`config.mk`:
```
export PLATFORM = sky130hd
export DESIGN_NAME = muldiv_unit
export DESIGN_NICKNAME = d
export VERILOG_FILES = /design/src/rtl/cpu_pkg.sv /design/src/rtl/muldiv_unit.sv
export SDC_FILE = /design/constraint.sdc
export NUM_CORES = 1
export LEC_CHECK = 0
export CAP_MARGIN = 10
export CORE_ASPECT_RATIO = 1.25
export CORE_MARGIN = 2
export CORE_UTILIZATION = 24
export DETAILED_ROUTE_END_ITERATION = 10
export PLACE_DENSITY_LB_ADDON = 0.05
export SYNTH_ARGS = -nofsm -noshare
export SYNTH_HDL_FRONTEND = slang
export SYNTH_SLANG_ARGS = --single-unit
```
`constraint.sdc`:
```
create_clock -name clk -period 2.6 [get_ports clk]
set_clock_uncertainty 0.1 [all_clocks]
set_input_delay 0.39 -clock clk [delete_from_list [all_inputs] [get_ports clk]]
set_output_delay 0.39 -clock clk [all_outputs]
set_load 0.03 [all_outputs]
```
`src/rtl/cpu_pkg.sv`:
```
// Shared CPU definitions: data widths, mul/div op codes, and
// state encodings for the iterative mul/div unit.
package cpu_pkg;

  localparam int WIDTH  = 16;
  localparam int ADDR_W = 3;

  typedef enum logic [1:0] {
    OP_MULL = 2'b00,
    OP_MULH = 2'b01,
    OP_DIVU = 2'b10,
    OP_REMU = 2'b11
  } op_e;

  typedef enum logic [1:0] {
    S_IDLE = 2'b00,
    S_RUN  = 2'b01,
    S_WB   = 2'b10
  } md_state_e;

  function automatic logic is_div(input op_e op);
    return op[1];
  endfunction

endpackage

```
`src/rtl/muldiv_unit.sv`:
```
// Iterative unsigned multiply/divide unit: WIDTH iterations, then
// a one-cycle register-file write-back.
module muldiv_unit
  import cpu_pkg::*;
#(
  parameter int WIDTH  = cpu_pkg::WIDTH,
  parameter int ADDR_W = cpu_pkg::ADDR_W
) (
  input  logic              clk,
  input  logic              reset,
  input  logic              start,
  input  logic [1:0]        op,
  input  logic [WIDTH-1:0]  opA,
  input  logic [WIDTH-1:0]  opB,
  input  logic [ADDR_W-1:0] dest,
  output logic              busy,
  output logic              done,
  output logic              we,
  output logic [ADDR_W-1:0] addrR,
  output logic [WIDTH-1:0]  dataR,
  output logic              div_by_zero
);

  localparam int CNT_W = $clog2(WIDTH);
  localparam logic [CNT_W-1:0] CNT_LAST = CNT_W'(WIDTH - 1);

  md_state_e         state_q, state_d;
  logic [CNT_W-1:0]  cnt_q, cnt_d;
  op_e               op_q, op_d;
  logic [WIDTH-1:0]  a_q, a_d;
  logic [WIDTH-1:0]  b_q, b_d;
  logic [ADDR_W-1:0] dest_q, dest_d;
  logic [WIDTH-1:0]  hi_q, hi_d;
  logic [WIDTH-1:0]  lo_q, lo_d;
  logic              we_q, we_d;
  logic [ADDR_W-1:0] addr_q, addr_d;
  logic [WIDTH-1:0]  data_q, data_d;
  logic              dbz_q, dbz_d;

  logic [WIDTH:0]   mul_sum;
  logic [WIDTH-1:0] mul_hi, mul_lo;
  logic [WIDTH:0]   div_sh, div_diff;
  logic             div_ge;
  logic [WIDTH-1:0] div_hi, div_lo;
  logic [WIDTH-1:0] step_hi, step_lo;
  logic [WIDTH-1:0] result;
  logic             b_zero;

  // hi:lo holds the product (mul) or remainder:quotient (div)
  always_comb begin
    mul_sum  = {1'b0, hi_q} + (lo_q[0] ? {1'b0, a_q} : '0);
    mul_hi   = mul_sum[WIDTH:1];
    mul_lo   = {mul_sum[0], lo_q[WIDTH-1:1]};
    div_sh   = {hi_q, lo_q[WIDTH-1]};
    div_diff = div_sh - {1'b0, b_q};
    div_ge   = div_sh >= {1'b0, b_q};
    div_hi   = div_ge ? div_diff[WIDTH-1:0] : div_sh[WIDTH-1:0];
    div_lo   = {lo_q[WIDTH-2:0], div_ge};
    step_hi  = is_div(op_q) ? div_hi : mul_hi;
    step_lo  = is_div(op_q) ? div_lo : mul_lo;
    b_zero   = (b_q == '0);
    result   = '0;
    unique case (op_q)
      OP_MULL: result = step_lo;
      OP_MULH: result = step_hi;
      OP_DIVU: result = b_zero ? '1 : step_lo;
      OP_REMU: result = b_zero ? a_q : step_hi;
      default: result = '0;
    endcase
  end

  always_comb begin
    state_d = state_q;
    cnt_d   = cnt_q;
    op_d    = op_q;
    a_d     = a_q;
    b_d     = b_q;
    dest_d  = dest_q;
    hi_d    = hi_q;
    lo_d    = lo_q;
    we_d    = 1'b0;
    addr_d  = '0;
    data_d  = '0;
    dbz_d   = 1'b0;
    unique case (state_q)
      S_IDLE: begin
        if (start) begin
          op_d    = op_e'(op);
          a_d     = opA;
          b_d     = opB;
          dest_d  = dest;
          hi_d    = '0;
          lo_d    = is_div(op_e'(op)) ? opA : opB;
          cnt_d   = '0;
          state_d = S_RUN;
        end
      end
      S_RUN: begin
        hi_d  = step_hi;
        lo_d  = step_lo;
        cnt_d = cnt_q + CNT_W'(1);
        if (cnt_q == CNT_LAST) begin
          state_d = S_WB;
          we_d    = 1'b1;
          addr_d  = dest_q;
          data_d  = result;
          dbz_d   = is_div(op_q) && b_zero;
        end
      end
      S_WB: state_d = S_IDLE;
      default: state_d = S_IDLE;
    endcase
  end

  always_ff @(posedge clk) begin
    if (reset) begin
      state_q <= S_IDLE;
      cnt_q   <= '0;
      op_q    <= OP_MULL;
      a_q     <= '0;
      b_q     <= '0;
      dest_q  <= '0;
      hi_q    <= '0;
      lo_q    <= '0;
      we_q    <= 1'b0;
      addr_q  <= '0;
      data_q  <= '0;
      dbz_q   <= 1'b0;
    end else begin
      state_q <= state_d;
      cnt_q   <= cnt_d;
      op_q    <= op_d;
      a_q     <= a_d;
      b_q     <= b_d;
      dest_q  <= dest_d;
      hi_q    <= hi_d;
      lo_q    <= lo_d;
      we_q    <= we_d;
      addr_q  <= addr_d;
      data_q  <= data_d;
      dbz_q   <= dbz_d;
    end
  end

  assign busy        = (state_q != S_IDLE);
  assign done        = we_q;
  assign we          = we_q;
  assign addrR       = addr_q;
  assign dataR       = data_q;
  assign div_by_zero = dbz_q;

endmodule

```
==> results of run 1 <==
-- metrics by stage --
step                power, mW  util (%)
finish                   4.62      37.4
global route             4.87      37.4
CTS                      4.54      36.1
detailed placement       2.90      32.7
global placement         2.89      32.7
floorplan                2.33         -
-- kinds of logic (layout without fill, tap and decap cells) --
group | count (synthesis) | count (layout)
DFF | 96 | 96
buffers and inverters | 70 | 262
and+or+nand+nor | 250 | 251
adders and majority gates | 35 | 35
xor gates and xnor gates | 26 | 26
AOI/OAI and AO/OA | 229 | 229
muxes | 46 | 46
-- final cells by class --
class	instances	area share [%]
multi-input cells	587	49.2
repair buffers	221	20.6
flip-flops and latches	96	21.3
clock buffers	12	2.58
well taps	330	4.51
clock inverters	3	0.738
inverters	26	1.09
-- cells in the final DEF, fill, tap and decap left out, types with 6 or more instances in the layout --
master / count
nand2_1: 116
nor3_1: 7
o21a_1: 12
a31oi_1: 6
a21oi_2: 8
mux2i_1: 37
dfxtp_1: 80
o21ai_0: 17
a21oi_1: 72
clkbuf_16: 9
nor4_1: 7
and2_1: 17
clkdlybuf4s50_1: 61
a21o_1: 13
nor2_1: 45
or3_1: 6
xnor2_1: 15
a211oi_2: 8
dfxtp_2: 12
nand3_1: 11
ha_1: 13
inv_1: 15
xor2_1: 8
inv_2: 9
buf_6: 8
buf_4: 147
o22ai_1: 20
ha_4: 20
o21ai_1: 9
-- state kept, by name, summed over array words and instances, names as in the netlist --
signal,flops
div_by_zero,1
dest_q,3
hi_q,16
dataR,16
done,1
state_q,2
addrR,3
lo_q,16
cnt_q,4
op_q,2
a_q,16
b_q,16
-- worst reg2reg max path, stage by stage, from the launching register on --
cell and delay (ns):
dfxtp_2 0.33, inv_2 0.06, ha_4 0.13, inv_2 0.03
fa_2 0.35, a21o_1 0.20, a221oi_2 0.31, buf_4 0.18
o21ai_4 0.07, a211o_1 0.28, a21oi_2 0.19, xor2_1 0.20
a311oi_1 0.11, o211a_1 0.24
-- Yosys cell counts (12+ instances only) --
library cell / count / area share, %
o21ai_0: 28 / 2.3
nor2_1: 46 / 2.9
ha_1: 33 / 6.9
nand2_1: 120 / 7.5
o21a_1: 12 / 1.5
mux2i_1: 40 / 6.7
and2_1: 21 / 2.2
nand3_1: 16 / 1.3
xnor2_1: 15 / 2.2
o22ai_1: 21 / 2.2
clkbuf_1: 36 / 2.3
inv_1: 25 / 1.6
a21oi_1: 82 / 6.9
dfxtp_1: 96 / 32
a21o_1: 13 / 1.6
-- per-layer routing --
layer	track usage [%]	part of all wire [%]
met4	6.55	2.3
met3	2.15	3.5
met5	0	0
met2	32.3	48
met1	25.3	46
-- what timing repair did --
| action | in CTS | in global routing |
|---|---|---|
| setup buffers | 13 | 10 |
| resized for setup | 91 | 53 |
| pin swaps | 43 | 48 |
| setup endpoints to repair | 32 | 32 |
| gates cloned | 1 | 0 |
-- path summary, 6_finish.rpt --
kind | slack, ns | depth (start not counted) | to | start
max reg2reg | -0.28 | 13 | dataR[14]$_SDFF_PP0_ | lo_q[15]$_SDFFE_PP0P_
min | 0.36 | 2 | dest_q[1]$_SDFFE_PP0P_ | dest_q[1]$_SDFFE_PP0P_
min reg2reg | 0.36 | 2 | dest_q[1]$_SDFFE_PP0P_ | dest_q[1]$_SDFFE_PP0P_
max | -0.28 | 13 | dataR[14]$_SDFF_PP0_ | lo_q[15]$_SDFFE_PP0P_
-- where the power goes --
part	switching (mW)	internal, mW	leakage (nW)
clock	0.612	0.840	0.143
combinational	0.812	0.747	2.76
sequential	0.0760	1.54	0.790
==> run_results.csv, run 1 <==
group,metric,value,unit
cells_and_area,seq_area,1950,um^2
placed_design,place_congestion,0.921,
placed_design,io_buffers,62,
timing,tightest_slew,0.657,ns
logic_synthesis,synthXorXnorAreaFrac,3.81,%
floorplan,start_util,24.4,%
worst_setup_path,critPathMaxFanout,3,
clocking,cts_tree,"done",
worst_setup_path,critical_path_required,2.75,ns
hold_path,min_path_type,"reg -> reg",
clocking,cts_buffers,9,
timing,timing.fmax,347,MHz
placed_design,dp_cells,1238,
cells_and_area,instances_no_fill,1275,
logic_synthesis,synth_area,5980,um^2
timing,hold_viol_final,0,
timing,setup_viol,30,
timing,drv_slew,0,
clocking,cts-root-buf,"clkbuf_16",
timing,period_needed,2.88,ns
logic_synthesis,async_flop_share,0,%
global_route,grt_antenna_before_repair,0,
power,vdd_drop_max,0.336,mV
global_route,grt_max_degree,65,
global_route,grt_overflow,0,
route,viasPerCell,4.90,
power,p_leak,3.70,nW
power,power_density,505,nW/um^2
timing,fin_ws,-0.278,ns
logic_synthesis,syn-num-nets,827,
clocking,htreeDepth,3,
cells_and_area,multi_input_comb_area,4500,um^2
route,drtIter0Drc,283,
timing,finalCritPeriodShare,111,%
placed_design,pre_cts_slack,-0.458,ns
global_route,grt_pass1_wl,38200,um
route,vias,6248,
worst_setup_path,crit_chain,"inv_2 -> ha_4 -> inv_2 -> fa_2 -> a21o_1 -> a221oi_2 -> buf_4 -> o21ai_4 -> a211o_1 -> a21oi_2 -> xor2_1 -> a311oi_1 -> o211a_1",
floorplan,die_h,180,um
clocking,clock_path_buffers,2,
logic_synthesis,synth_top_family_by_area,"compound AO/OA/AOI/OAI gates",
logic_synthesis,synth_edf_count,0,
logic_synthesis,synthSimpleGateAreaFrac,19.0,%
cells_and_area,antenna_cells,0,
timing,holdWs,0.358,ns
logic_synthesis,ys_types,66,
global_route,grt_usage,19.1,%
placed_design,hpwl,18600,um
worst_setup_path,cpMaxStageDelayCell,"fa_2",
logic_synthesis,ys_ff_latch,96,
worst_setup_path,path_class,"reg -> reg",
worst_setup_path,crit_arrival,3.03,ns
logic_synthesis,synth_compound_area_share,24.9,%
worst_setup_path,worst-path-buf-inv,3,
global_route,grt_pass1_vias,6382,
floorplan,std_cell_rows,64,
clocking,clk_pin_slew,0.07,ns
route,routedWlPerCell,19.3,um
floorplan,coreArea,24500,um^2
timing,rsz0062_at_grt,"true",
route,ant_nets,0,
timing,slew_headroom,56.2,%
timing,fin_setup_tns,-3.31,ns
clocking,worstSkewPairLatency,0.36,ns
worst_setup_path,cp_top_family,"compound AO/OA/AOI/OAI gates",
cells_and_area,n_fill_cell,2616,
logic_synthesis,ys_seq_area_share,32.1,%
route,drc,0,
logic_synthesis,ys_warn_count,0,
run_status,violations,"negative setup slack",
logic_synthesis,syn_inst,752,
cells_and_area,final_nets,1016,
floorplan,io_pins,63,
floorplan,dieArea,26200,um^2
logic_synthesis,ys.flop_type,"dfxtp_1",
floorplan,die_w,145,um
worst_setup_path,critPathCaptureType,"flip-flop",
run_status,outcome,"finished, violations left",
logic_synthesis,synthMuxAreaShare,7.89,%
logic_synthesis,postSynthAreaPerCell,7.95,um^2
cells_and_area,area_growth,53.1,%
worst_setup_path,critPathMaxStageDelay,0.35,ns
cells_and_area,drive_gt1_share,32.0,%
route,drt_first_pass_iters,5,
cells_and_area,final_area,9160,um^2
clocking,cts_hold_buffers,0,
worst_setup_path,cp-start-kind,"flip-flop",
logic_synthesis,synth_fa_ha_area_share,7.57,%
placed_design,placed_area,8000,um^2
worst_setup_path,cpMostUsedCell,"inv_2",
route,wirelength,24600,um
clocking,clock-sinks,96,
run,maxCapViolCount,0,
Note: power is estimated with default switching activity, not from simulation.
==> run 2, diff against run 1 <==
- GPL_TIMING_DRIVEN: not set -> 0
==> run 2 against run 1 <==
The run still ends with negative setup slack left. Utilization decreased by 2.0 points. Power fell by 0.91%. Maximum frequency shrank 1.6%. Flip-flop and latch count stayed put. Global-route usage increased by 0.90 points. Routed wire length increased by 6.4%. Clock power is 5% lower. Final area down 5.4%. Critical endpoint is now hi_q[14]$_SDFFE_PP0P_.
==> run_results.csv, run 2 (same netlist as run 1, synthesis figures left out) <==
group,metric,value,unit
run_status,outcome,"finished, violations left",
run_status,violations,"negative setup slack",
timing,hold_viol_final,0,
cells_and_area,final_nets,948,
route,ant_nets,0,
floorplan,die_w,145,um
timing,period_needed,2.92,ns
timing,rsz0062_at_grt,"true",
clocking,cts_tree,"done",
floorplan,die_h,180,um
clocking,clock-sinks,96,
global_route,grt_pass1_vias,6317,
route,wirelength,26200,um
floorplan,dieArea,26200,um^2
cells_and_area,layout.cells.most_common_list,"nand2_1 (112), a21oi_1 (72), dfxtp_1 (72), clkdlybuf4s50_1 (60), nor2_1 (45)",
clocking,clock_path_buffers,2,
hold_path,min_path_type,"reg -> reg",
global_route,grt_max_degree,15,
clocking,cts_buffers,9,
clocking,cts_hold_buffers,0,
timing,finalCritPeriodShare,112,%
worst_setup_path,cpMostUsedCell,"inv_2",
timing,tightest_slew,1.19,ns
worst_setup_path,critPathMaxFanout,3,
floorplan,io_pins,63,
clocking,clk_pin_slew,0.07,ns
route,drc,0,
power,power_density,529,nW/um^2
placed_design,place_congestion,0.905,
timing,setup_viol,29,
power,power,4.58,mW
clocking,cts-root-buf,"clkbuf_16",
hold_path,min-delay-start,"dest_q[2]$_SDFFE_PP0P_",
placed_design,io_buffers,60,
cells_and_area,mostFrequentLayoutCell,"nand2_1",
worst_setup_path,cpMaxStageDelayCell,"dfxtp_4",
cells_and_area,area_growth,44.8,%
worst_setup_path,critPathCaptureType,"flip-flop",
floorplan,start_util,24.4,%
floorplan,std_cell_rows,64,
worst_setup_path,r2r-start,"lo_q[15]$_SDFFE_PP0P_",
worst_setup_path,critical_path_required,2.75,ns
worst_setup_path,critPathMaxStageDelay,0.38,ns
clocking,worstSkewPairLatency,0.36,ns
timing,fin_ws,-0.325,ns
route,vias,6049,
global_route,grt_antenna_before_repair,0,
worst_setup_path,cp-startpoint,"lo_q[15]$_SDFFE_PP0P_",
timing,slew_headroom,20.3,%
placed_design,hpwl,19800,um
route,drtIter0Drc,332,
global_route,grt_pass1_wl,39300,um
cells_and_area,drive_gt1_share,24.9,%
worst_setup_path,worst-path-buf-inv,3,
worst_setup_path,cp_top_family,"compound AO/OA/AOI/OAI gates",
route,routedWlPerCell,21.7,um
cells_and_area,antenna_cells,0,
power,p_leak,3.28,nW
worst_setup_path,crit_arrival,3.08,ns
run,maxCapViolCount,0,
floorplan,coreArea,24500,um^2
global_route,grt_overflow,0,
power,vdd_drop_max,0.314,mV
cells_and_area,final_util,35.3,%
route,drt_first_pass_iters,5,
timing,timing.fmax,342,MHz
worst_setup_path,cp-start-kind,"flip-flop",
route,viasPerCell,5.02,
worst_setup_path,path_class,"reg -> reg",
clocking,htreeDepth,3,
global_route,grt_usage,20.0,%
worst_setup_path,crit_chain,"inv_2 -> ha_4 -> inv_2 -> fa_2 -> a21o_1 -> a221oi_4 -> o21ai_2 -> a211o_1 -> a21oi_2 -> buf_4 -> mux2i_1 -> o211ai_1 -> a22o_1",
timing,drv_slew,0,
run 2: cell types whose count changed in the layout (fill, tap and decap cells not counted), sizes merged:
| cell | delta |
|---|---|
| clkinv | +2 |
| nand2 | -1 |
| clkdlybuf4s50 | -1 |
| clkbuf | +35 |
| buf | -102 |
| bufinv | -1 |
| clkinvlp | -1 |
run 2: layer usage:
metal,vias to the layer above,global-route usage [%],wire [um],share of wire (%)
li1,2943,-,-,-
met1,2914,24.3,11400,43
met2,145,36.2,13300,51
met3,47,2.23,744,2.8
met4,0,7.57,785,3.0
met5,-,0,0,0
run 2: area by class of cell:
type,instances,area (um^2)
inverters,26,100
multi-input cells,586,4630
plain buffers,44,214
repair buffers,110,1040
clock buffers,11,243
clock inverters,3,43.8
well taps,330,413
fillers,2568,15800
flip-flops and latches,96,1980
run 2: power by group:
group / switching, mW / internal, mW / total (mW)
Combinational: 0.847 / 0.725 / 1.57
Clock: 0.616 / 0.763 / 1.38
Sequential: 0.0976 / 1.53 / 1.63
Total: 1.56 / 3.02 / 4.58
run 2: stage by stage:
stage / TNS (ns) / cells / worst slack, ns / instance area, um^2 / hold WS (ns)
floorplan: -0.00837 / 752 / -0.00837 / 6090 / 0.330
CTS: -3.62 / 1198 / -0.278 / 8430 / 0.359
global placement: -20.65 / 1142 / -1.01 / 7110 / 0.340
detailed placement: -20.36 / 1142 / -1.00 / 7110 / 0.347
global route: -7.47 / 1206 / -0.429 / 8660 / 0.382
finish: -4.28 / 1206 / -0.325 / 8660 / 0.359
run 2: worst paths after layout:
path | end | slack [ns] | cells past startpoint
worst min register to register | dest_q[2]$_SDFFE_PP0P_ | 0.36 | 2
worst max-delay path | hi_q[14]$_SDFFE_PP0P_ | -0.32 | 13
worst min-delay path | dest_q[2]$_SDFFE_PP0P_ | 0.36 | 2
worst max register to register | hi_q[14]$_SDFFE_PP0P_ | -0.32 | 13
run 2: timing repair:
item,CTS,global route
setup endpoints to repair,36,33
gates resized for setup,161,34
setup buffers,42,9
pin swaps,71,31
run 2: worst min-delay path, stage by stage, from the launching register on:
cell,delay [ns]
dfxtp_1,0.31
nand2_1,0.05
a21oi_1,0.05
